===== src/rtl/rx_pkt_fifo_pkg.sv =====
// Shared types and helpers for the packet-aware receive FIFO.
// Default depth, FSM state encoding and pointer width calculation.

package rx_pkt_fifo_pkg;

  localparam int unsigned DefaultDepth = 16;

  typedef enum logic [2:0] {
    StIdle,
    StRecv,
    StDrop,
    StCommit,
    StRewind
  } rx_state_e;

  // One extra bit on top of the address distinguishes full from empty.
  function automatic int unsigned ptr_width(input int unsigned depth);
    return $clog2(depth) + 1;
  endfunction

endpackage


===== src/rtl/rx_pkt_fifo_ram.sv =====
// Byte storage for rx_pkt_fifo: Depth x 9 bits (data plus end-of-packet flag).
// Synchronous write and flag-set ports, asynchronous read port.

module rx_pkt_fifo_ram #(
  parameter int unsigned Depth = 16,
  parameter int unsigned AddrW = $clog2(Depth)
) (
  input  logic             clk_i,
  input  logic             we_i,
  input  logic [AddrW-1:0] waddr_i,
  input  logic [7:0]       wdata_i,
  input  logic             fset_i,
  input  logic [AddrW-1:0] faddr_i,
  input  logic [AddrW-1:0] raddr_i,
  output logic [8:0]       rdata_o
);

  logic [8:0] mem_q [Depth];

  // A fresh write always clears the flag; the flag is only set on commit.
  always_ff @(posedge clk_i) begin
    if (we_i) begin
      mem_q[waddr_i] <= {1'b0, wdata_i};
    end
    if (fset_i) begin
      mem_q[faddr_i][8] <= 1'b1;
    end
  end

  assign rdata_o = mem_q[raddr_i];

endmodule


===== src/rtl/rx_pkt_fifo.sv =====
// Packet-aware receive FIFO: bytes become readable only once their packet ends cleanly.
// Optional feature: define RX_PKT_FIFO_STATS_EN to add the drop_count output.

module rx_pkt_fifo
  import rx_pkt_fifo_pkg::*;
#(
  parameter int unsigned DEPTH = DefaultDepth,
  parameter int unsigned PtrW  = ptr_width(DEPTH)
) (
  input  logic            clk,
  input  logic            rst,
  input  logic            w_enable,
  input  logic [7:0]      rcv_data,
  input  logic            rcving,
  input  logic            r_error,
  input  logic            r_enable,
  output logic [7:0]      rx_data,
  output logic            rx_last,
  output logic            empty,
  output logic            full,
  output logic [PtrW-1:0] pkt_avail,
  output logic            overrun
`ifdef RX_PKT_FIFO_STATS_EN
  ,
  output logic [7:0]      drop_count
`endif
);

  localparam int unsigned AddrW = PtrW - 1;

  rx_state_e state_q, state_d;

  logic [PtrW-1:0] rd_q, rd_d;
  logic [PtrW-1:0] cm_q, cm_d;
  logic [PtrW-1:0] sp_q, sp_d;
  logic [PtrW-1:0] pkt_q, pkt_d;
  logic            overrun_q, overrun_d;
  logic            armed_q, armed_d;

  logic            wr_en;
  logic            commit_en;
  logic            rewind_en;
  logic            ovf_set;
  logic            rd_pop;
  logic            pop_last;
  logic [PtrW-1:0] occupancy;
  logic [PtrW-1:0] sp_last;
  logic [8:0]      ram_rdata;
  logic            pkt_err;

  assign occupancy = sp_q - rd_q;
  assign sp_last   = sp_q - PtrW'(1);
  assign full      = (occupancy == PtrW'(DEPTH));
  assign empty     = (rd_q == cm_q);
  assign pkt_err   = rcving && r_error;

  // FSM state register
  always_ff @(posedge clk) begin
    if (rst) begin
      state_q <= StIdle;
    end else begin
      state_q <= state_d;
    end
  end

  // FSM next state; armed_q blocks capture of a packet already in flight at reset
  always_comb begin
    state_d = state_q;
    unique case (state_q)
      StIdle: begin
        if (rcving && armed_q) begin
          state_d = StRecv;
        end
      end
      StRecv: begin
        if (pkt_err || (w_enable && full)) begin
          state_d = StDrop;
        end else if (!rcving) begin
          state_d = StCommit;
        end
      end
      StDrop: begin
        if (!rcving) begin
          state_d = StRewind;
        end
      end
      StCommit: state_d = StIdle;
      StRewind: state_d = StIdle;
      default:  state_d = StIdle;
    endcase
  end

  // FSM outputs
  always_comb begin
    wr_en     = 1'b0;
    commit_en = 1'b0;
    rewind_en = 1'b0;
    ovf_set   = 1'b0;
    unique case (state_q)
      StRecv: begin
        if (!pkt_err && w_enable) begin
          if (full) begin
            ovf_set = 1'b1;
          end else begin
            wr_en = 1'b1;
          end
        end
      end
      StCommit: commit_en = (sp_q != cm_q);
      StRewind: rewind_en = 1'b1;
      default: ;
    endcase
  end

  assign rd_pop   = r_enable && !empty;
  assign pop_last = rd_pop && ram_rdata[8];

  always_comb begin
    sp_d = sp_q;
    if ((state_q == StIdle) || rewind_en) begin
      sp_d = cm_q;
    end else if (wr_en) begin
      sp_d = sp_q + PtrW'(1);
    end
  end

  assign cm_d      = commit_en ? sp_q : cm_q;
  assign rd_d      = rd_pop ? (rd_q + PtrW'(1)) : rd_q;
  assign overrun_d = overrun_q | ovf_set;
  assign armed_d   = armed_q | !rcving;

  // A commit and a last-byte pop in the same cycle cancel out.
  always_comb begin
    pkt_d = pkt_q;
    if (commit_en && !pop_last) begin
      pkt_d = pkt_q + PtrW'(1);
    end else if (!commit_en && pop_last) begin
      pkt_d = pkt_q - PtrW'(1);
    end
  end

  always_ff @(posedge clk) begin
    if (rst) begin
      rd_q      <= '0;
      cm_q      <= '0;
      sp_q      <= '0;
      pkt_q     <= '0;
      overrun_q <= 1'b0;
      armed_q   <= 1'b0;
    end else begin
      rd_q      <= rd_d;
      cm_q      <= cm_d;
      sp_q      <= sp_d;
      pkt_q     <= pkt_d;
      overrun_q <= overrun_d;
      armed_q   <= armed_d;
    end
  end

  rx_pkt_fifo_ram #(
    .Depth (DEPTH),
    .AddrW (AddrW)
  ) u_ram (
    .clk_i   (clk),
    .we_i    (wr_en),
    .waddr_i (sp_q[AddrW-1:0]),
    .wdata_i (rcv_data),
    .fset_i  (commit_en),
    .faddr_i (sp_last[AddrW-1:0]),
    .raddr_i (rd_q[AddrW-1:0]),
    .rdata_o (ram_rdata)
  );

  assign rx_data   = empty ? 8'h00 : ram_rdata[7:0];
  assign rx_last   = empty ? 1'b0 : ram_rdata[8];
  assign pkt_avail = pkt_q;
  assign overrun   = overrun_q;

`ifdef RX_PKT_FIFO_STATS_EN
  logic [7:0] drop_q, drop_d;

  always_comb begin
    drop_d = drop_q;
    if (rewind_en && (drop_q != 8'hFF)) begin
      drop_d = drop_q + 8'd1;
    end
  end

  always_ff @(posedge clk) begin
    if (rst) begin
      drop_q <= 8'h00;
    end else begin
      drop_q <= drop_d;
    end
  end

  assign drop_count = drop_q;
`endif

endmodule


===== config.mk =====
export PLATFORM = sky130hd
export DESIGN_NAME = rx_pkt_fifo
export DESIGN_NICKNAME = d
export VERILOG_FILES = /design/src/rtl/rx_pkt_fifo_pkg.sv /design/src/rtl/rx_pkt_fifo_ram.sv /design/src/rtl/rx_pkt_fifo.sv
export SDC_FILE = /design/constraint.sdc
export NUM_CORES = 1
export LEC_CHECK = 0
export ABC_AREA = 1
export ABC_CLOCK_PERIOD_IN_PS = 2880
export CAP_MARGIN = 0
export CORE_MARGIN = 1.5
export CORE_UTILIZATION = 66
export CTS_BUF_LIST = sky130_fd_sc_hd__clkbuf_8
export CTS_CLUSTER_SIZE = 20
export DETAILED_ROUTE_END_ITERATION = 6
export DONT_BUFFER_PORTS = 1
export HOLD_SLACK_MARGIN = 0.1
export PLACE_DENSITY = 0.82
export SYNTH_ARGS = -nofsm -noshare
export SYNTH_HDL_FRONTEND = slang
export SYNTH_SLANG_ARGS = --single-unit

===== constraint.sdc =====
create_clock -name clk -period 2.88 [get_ports clk]
set_input_delay 0.432 -clock clk [delete_from_list [all_inputs] [get_ports clk]]
set_output_delay 0.432 -clock clk [all_outputs]
set_load 0.01 [all_outputs]

== Yosys cells after proc, flatten, opt, wreduce, memory -nomap -nowiden ==
Memories as Yosys holds them, arrays and structs flattened. A register that Yosys moved wholly into a read port is not among the register bits.
Index checks and enable logic that the tools add are counted.

* Bits in latches: 0
* Register bits after elaboration: 25
* Memories: 1
* Bits in read-only memories: 0
* RAM bits: 144
* Input bits: 14
* Output and inout bits: 17

* Muxes and demuxes: 28
* Bitwise operators: 2
* Divide/modulo/power cells: 0
* $mul: 0
* Equality and inequality tests: 10
* Add/subtract/negate cells: 6
* Shift-type cells: 0
* Reduce and logical (&&, ||, !) cells: 20
* $lt $le $gt $ge: 0

{| class="wikitable"
|+ Memories
! name !! words !! width !! rd ports !! clocked after memory_dff !! wr ports !! line !! RTL
|-
| u_ram.mem_q || 16 || 9 || 1 || 1 || 1 || rx_pkt_fifo_ram.sv:18 || <nowiki>logic [8:0] mem_q [Depth];</nowiki>
|}

{| class="wikitable"
|+ Operators with widths
! kind !! count
|-
| 5-bit two-way mux || 4
|-
| 5-bit by 1-bit adder with 5-bit output, second input constant || 3
|-
| 1-bit two-way mux || 13
|-
| 3-bit two-way mux || 4
|-
| 4-bit two-way mux || 3
|-
| 9-bit two-way mux || 1
|-
| 3-bit case mux with 3 select lines || 1
|-
| 9-bit OR reduction || 1
|-
| 1-bit logical AND || 8
|-
| 8-bit two-way mux || 1
|-
| 3-bit by 2-bit == test with 1-bit output, second input constant || 2
|-
| 5-bit == test || 1
|-
| 5-bit == test, second input constant || 1
|-
| 1-bit zero test || 5
|-
| 5-bit != test || 1
|-
| 5-bit by 1-bit subtractor with 5-bit output, second input constant || 1
|-
| 5-bit subtractor || 1
|-
| 2-bit != test, second input constant || 2
|-
| 2-bit nonzero test || 2
|-
| 4-bit by 1-bit subtractor with 4-bit output, second input constant || 1
|-
| 3-bit by 1-bit == test with 1-bit output, second input constant || 1
|-
| 3-bit == test, second input constant || 1
|-
| 3-bit zero test || 1
|-
| 3-bit != test, second input constant || 1
|-
| 4 further kinds || 6
|}

== Longest topological paths before layout ==
* Depth after elaboration: 8
* Mapped depth: 21
* Mapped depth without buffers: 19

== Cells and area by module ==
A second synthesis with hierarchy kept.

* Cells, all modules: 881
* Area total of the unflattened synthesis: 8030.2 um2

{| class="wikitable"
|+ Modules (own cells, without submodules)
! module !! times used !! area an instance (um2) !! seq. area each (um2) !! cells an instance
|-
| rx_pkt_fifo_ram || 1 || 6327.3 || 4164.0 || 638
|-
| rx_pkt_fifo || 1 || 1702.9 || 500.5 || 243
|}

== Least setup slack after synthesis ==
Ideal clock, no wire load.

* Path kind: reg2reg
* Start point: register (tool-made name)
* End point: register pkt_q[4] (netlist: pkt_avail[4])
* Stages on the path, launching flop included: 22
* Library setup time: 0.119 ns
* Arrival: 2.588 ns
* Slack: 0.173 ns
* Period minus slack after synthesis: 2.707 ns
* Cell sequence: dfxtp_1 buf_2 inv_2 buf_2 nand2_1 a22oi_1 nand2_1 nand3_1 nand2_1 nor2_1 nand2_1 ha_1 inv_1 ha_1 nand2_1 nand2_1 a21oi_1 nor2_1 nor2_1 nand2_1 o21ai_0 a21oi_1

{| class="wikitable"
|+ RTL lines
! item !! line !! RTL
|-
| to (signal assigned) || rx_pkt_fifo.sv:154 || <nowiki>pkt_q <= pkt_d;</nowiki>
|-
| to (decl) || rx_pkt_fifo.sv:36 || <nowiki>logic [PtrW-1:0] pkt_q, pkt_d;</nowiki>
|}

==> flow_summary_export.csv <==
group,metric,value,unit
pwr,p_per_area,811,nW/µm²
synth,ys_ff_latch,173,
critical_path,slowest_delay,0.43,ns
pwr,p_total,6.81,mW
pwr,sequentialPowerShare,0.435,
synth,synth_nets,770,
routing,detailedRoute.firstIterationViolations,533,
synth,synth_top_family_by_area,"simple AND/OR/NAND/NOR gates",
critical_path,critPathMaxFanout,64,
timing,hold_violations,0,
cts,cts_tree,"done",
routing,drt-total-wl,17400,µm
grt,grt_pass1_wl,27000,µm
timing,drv_slew,0,
timing,clock-skew-final,0.00816,ns
cts,cts_sinks,173,
pwr,p_sw,2.58,mW
critical_path,cp.required,2.45,ns
critical_path,r2r_slack,0.26,ns
cts,clockRootBuffer,"clkbuf_8",
synth,synth_xor_area_frac,0.0113,
synth,avgSynthCellArea,10.4,µm²
synth,synth-seq-area-share,0.634,
layout,drive_above_1_share,0.131,
layout,final_nets,790,
critical_path,startpoint_type,"flop",
run_status,status,"finished, final reports clean",
critical_path,path_class,"reg2out",
timing,setup_viol,0,
place,portBuffers,0,
timing,rsz0062_at_grt,"false",
timing,fin_crit_sh,0.964,
synth,netlist_area,7730,µm²
pwr,internal_power,4.23,mW
synth,synth_mux_area_frac,0,
floorplan,core_region_area,11400,µm²
floorplan,die_area,12400,µm²
grt,antenna_found_initial,0,
floorplan,start_util,0.677,
layout,num_antenna_cells,0,
job,maxCapViolCount,0,
synth,synthAdderAreaFrac,0.0204,
grt,grt_usage,0.291,
timing,min_period,2.78,ns
routing,ant_nets,0,
floorplan,io_pins,31,
critical_path,worst_path_max_delay_cell,"dfxtp_4",
pwr,p_sw_frac,0.378,
place,place_congestion,0.888,
cts,htreeDepth,4,
routing,vias,5527,
cts,clock_latency,0.47,ns
pwr,pwr-share-comb,0.337,
pwr,irDropWorstVdd,0.000480,V
pwr,p_leak,3.04,nW
layout,areaGrowthSynthToFinish,8.57,%
routing,drc,0,
timing,fmax,360,MHz
cts,cts.reportedPaths.clkPinSlew,0.08,ns
hold_path,hold_class,"in2reg",
synth,ys_types,37,
cts,cts_setup_buffers,0,
critical_path,critical_path_arrival,2.35,ns
routing,viasPerCell,6.01,
floorplan,die_h,111,µm
routing,routedWlPerCell,18.9,µm
timing,fin_tns_setup,0,ns
cts,clk_path_buf_depth,2,
floorplan,chipWidth,111,µm
synth,postSynthCellCount,744,
critical_path,cp-end-kind,"output pin",
synth,synth_compound_area_frac,0.125,
synth,yosys_warnings,0,
floorplan,num_rows,39,
critical_path,timing.critical_path.cells,"buf_6 -> o21ai_0 -> o22ai_1 -> nor2_1 -> nor2_1 -> o21ai_0 -> a21oi_1",
timing,max_slew_margin,0.410,
timing,tightest_slew,0.881,ns
place,dpl.hpwl,11100,µm
pwr,p_clk_frac,0.227,
grt,grt_max_degree,65,
grt,grt_pass1_vias,5372,
cts,cts_inserted_buffers,17,
routing,dr.pass1.iters,6,
grt,grt-ovfl-total,0,
synth,yosys.area_share.simple,0.159,
## per-layer routing
| layer | part of all wire | global-route usage |
|---|---|---|
| met2 | 0.51 | 0.488 |
| met4 | 0.041 | 0.155 |
| met1 | 0.38 | 0.353 |
| met5 | 0 | 0 |
| met3 | 0.077 | 0.0640 |
## final timing paths
kind,endpoint,cells past startpoint,start
min,pkt_avail[2],3,rst
min reg2reg,armed_q,2,armed_q
max,rx_data[1],7,flop
max reg2reg,pkt_avail[4],18,sp_q[4]
## layout make-up
type	instances	area [µm²]
fillers	764	3020
flip-flops and latches	173	4910
multi-input cells	476	2450
clock inverters	14	124
clock buffers	17	234
repair buffers	34	264
well taps	143	179
inverters	62	236
## through the flow
step / setup slack (ns) / std cells / hold WS [ns] / cell area [µm²] / utilization
floorplan: 0.173 / 744 / 0.426 / 7730 / -
global placement: 0.316 / 886 / 0.433 / 8000 / 0.701
detailed placement: 0.199 / 886 / 0.453 / 8000 / 0.701
CTS: 0.0744 / 919 / 0.104 / 8390 / 0.734
global route: 0.00876 / 919 / 0.126 / 8400 / 0.735
finish: 0.103 / 919 / 0.127 / 8400 / 0.735
## cells in the mapped netlist (all sizes together)
| cell | number | area (µm²) |
|---|---|---|
| nand3b | 1 | 7.51 |
| o221ai | 26 | 228 |
| clkbuf | 23 | 86.3 |
| nand4 | 1 | 6.26 |
| and2 | 1 | 6.26 |
| xnor2 | 6 | 52.6 |
| nor2 | 141 | 557 |
| nor3 | 6 | 41.3 |
| edfxtp | 144 | 4320 |
| o21ai | 90 | 454 |
| o22ai | 7 | 43.8 |
| dfxtp | 29 | 581 |
| a211oi | 1 | 7.51 |
| nand3 | 31 | 168 |
| inv | 59 | 221 |
| a22oi | 4 | 30.0 |
| fa | 1 | 20.0 |
| ha | 11 | 138 |
| xor2 | 4 | 35.0 |
| clkinv | 3 | 12.5 |
| nand2 | 103 | 432 |
| o211ai | 1 | 7.51 |
| a21oi | 39 | 199 |
| or2 | 2 | 12.5 |
| buf | 10 | 65.1 |
## registers in the layout (all words and copies together), names as in the netlist, named ones only
signal and count:
cm_q 5, armed_q 1, overrun 1, pkt_avail 5, u_ram.mem_q 144, rd_q 5
state_q 3, sp_q 5
## layout by cell type (no fill, tap or decap), types with 2 or more instances in the layout
master,synthesis,final
edfxtp_1,144,144
a21oi_1,38,38
clkinvlp_4,0,4
a22oi_1,4,4
nor2_4,3,3
clkinv_4,0,5
nand2_2,9,9
o221ai_1,26,26
buf_4,2,31
dfxtp_1,29,26
or2_2,2,2
clkinv_1,2,4
o22ai_1,7,7
clkbuf_8,0,17
nand2_4,3,3
ha_1,11,11
xnor2_1,6,6
dlygate4sd3_1,0,2
o21ai_0,89,89
nand3_1,30,30
xor2_1,4,4
nor2_1,136,134
inv_1,47,47
inv_2,12,12
dfxtp_2,0,2
nor2_2,2,4
nand2_1,91,91
nor3_1,5,5
## worst max-delay path: cells and delay by family, from the launching register on
kind / cells / cell delay, ns
compound gates: 4 / 0.91
simple gates: 2 / 0.13
buf+inv: 1 / 0.40
flops: 1 / 0.43
## power by group through the flow
stage / combinational [mW] / sequential, mW / clock (mW)
6_report: 2.30 / 2.96 / 1.55
3_5_place_dp: 2.24 / 3.01 / 0
5_1_grt: 2.56 / 2.98 / 1.66
3_3_place_gp: 2.12 / 3.00 / 0
2_1_floorplan: 1.70 / 2.96 / 0
4_1_cts: 2.26 / 2.95 / 1.55
## what timing repair did
item | 4_1_cts | 5_1_grt
endpoints found under the hold margin | 11 | 0
hold buffers | 2 | 0
endpoints found under the setup margin | 1 | 13
resized for setup | 1 | 7
## cells by family (layout without fill, tap and decap cells)
logic type / count (synthesis) / after routing
and+or+nand+nor: 286 / 286
DFF: 173 / 173
AOI/OAI and AO/OA: 168 / 168
adders and majority gates: 12 / 12
xor gates and xnor gates: 10 / 10
buffers and inverters: 95 / 127
(Power assumes the default switching activity.)
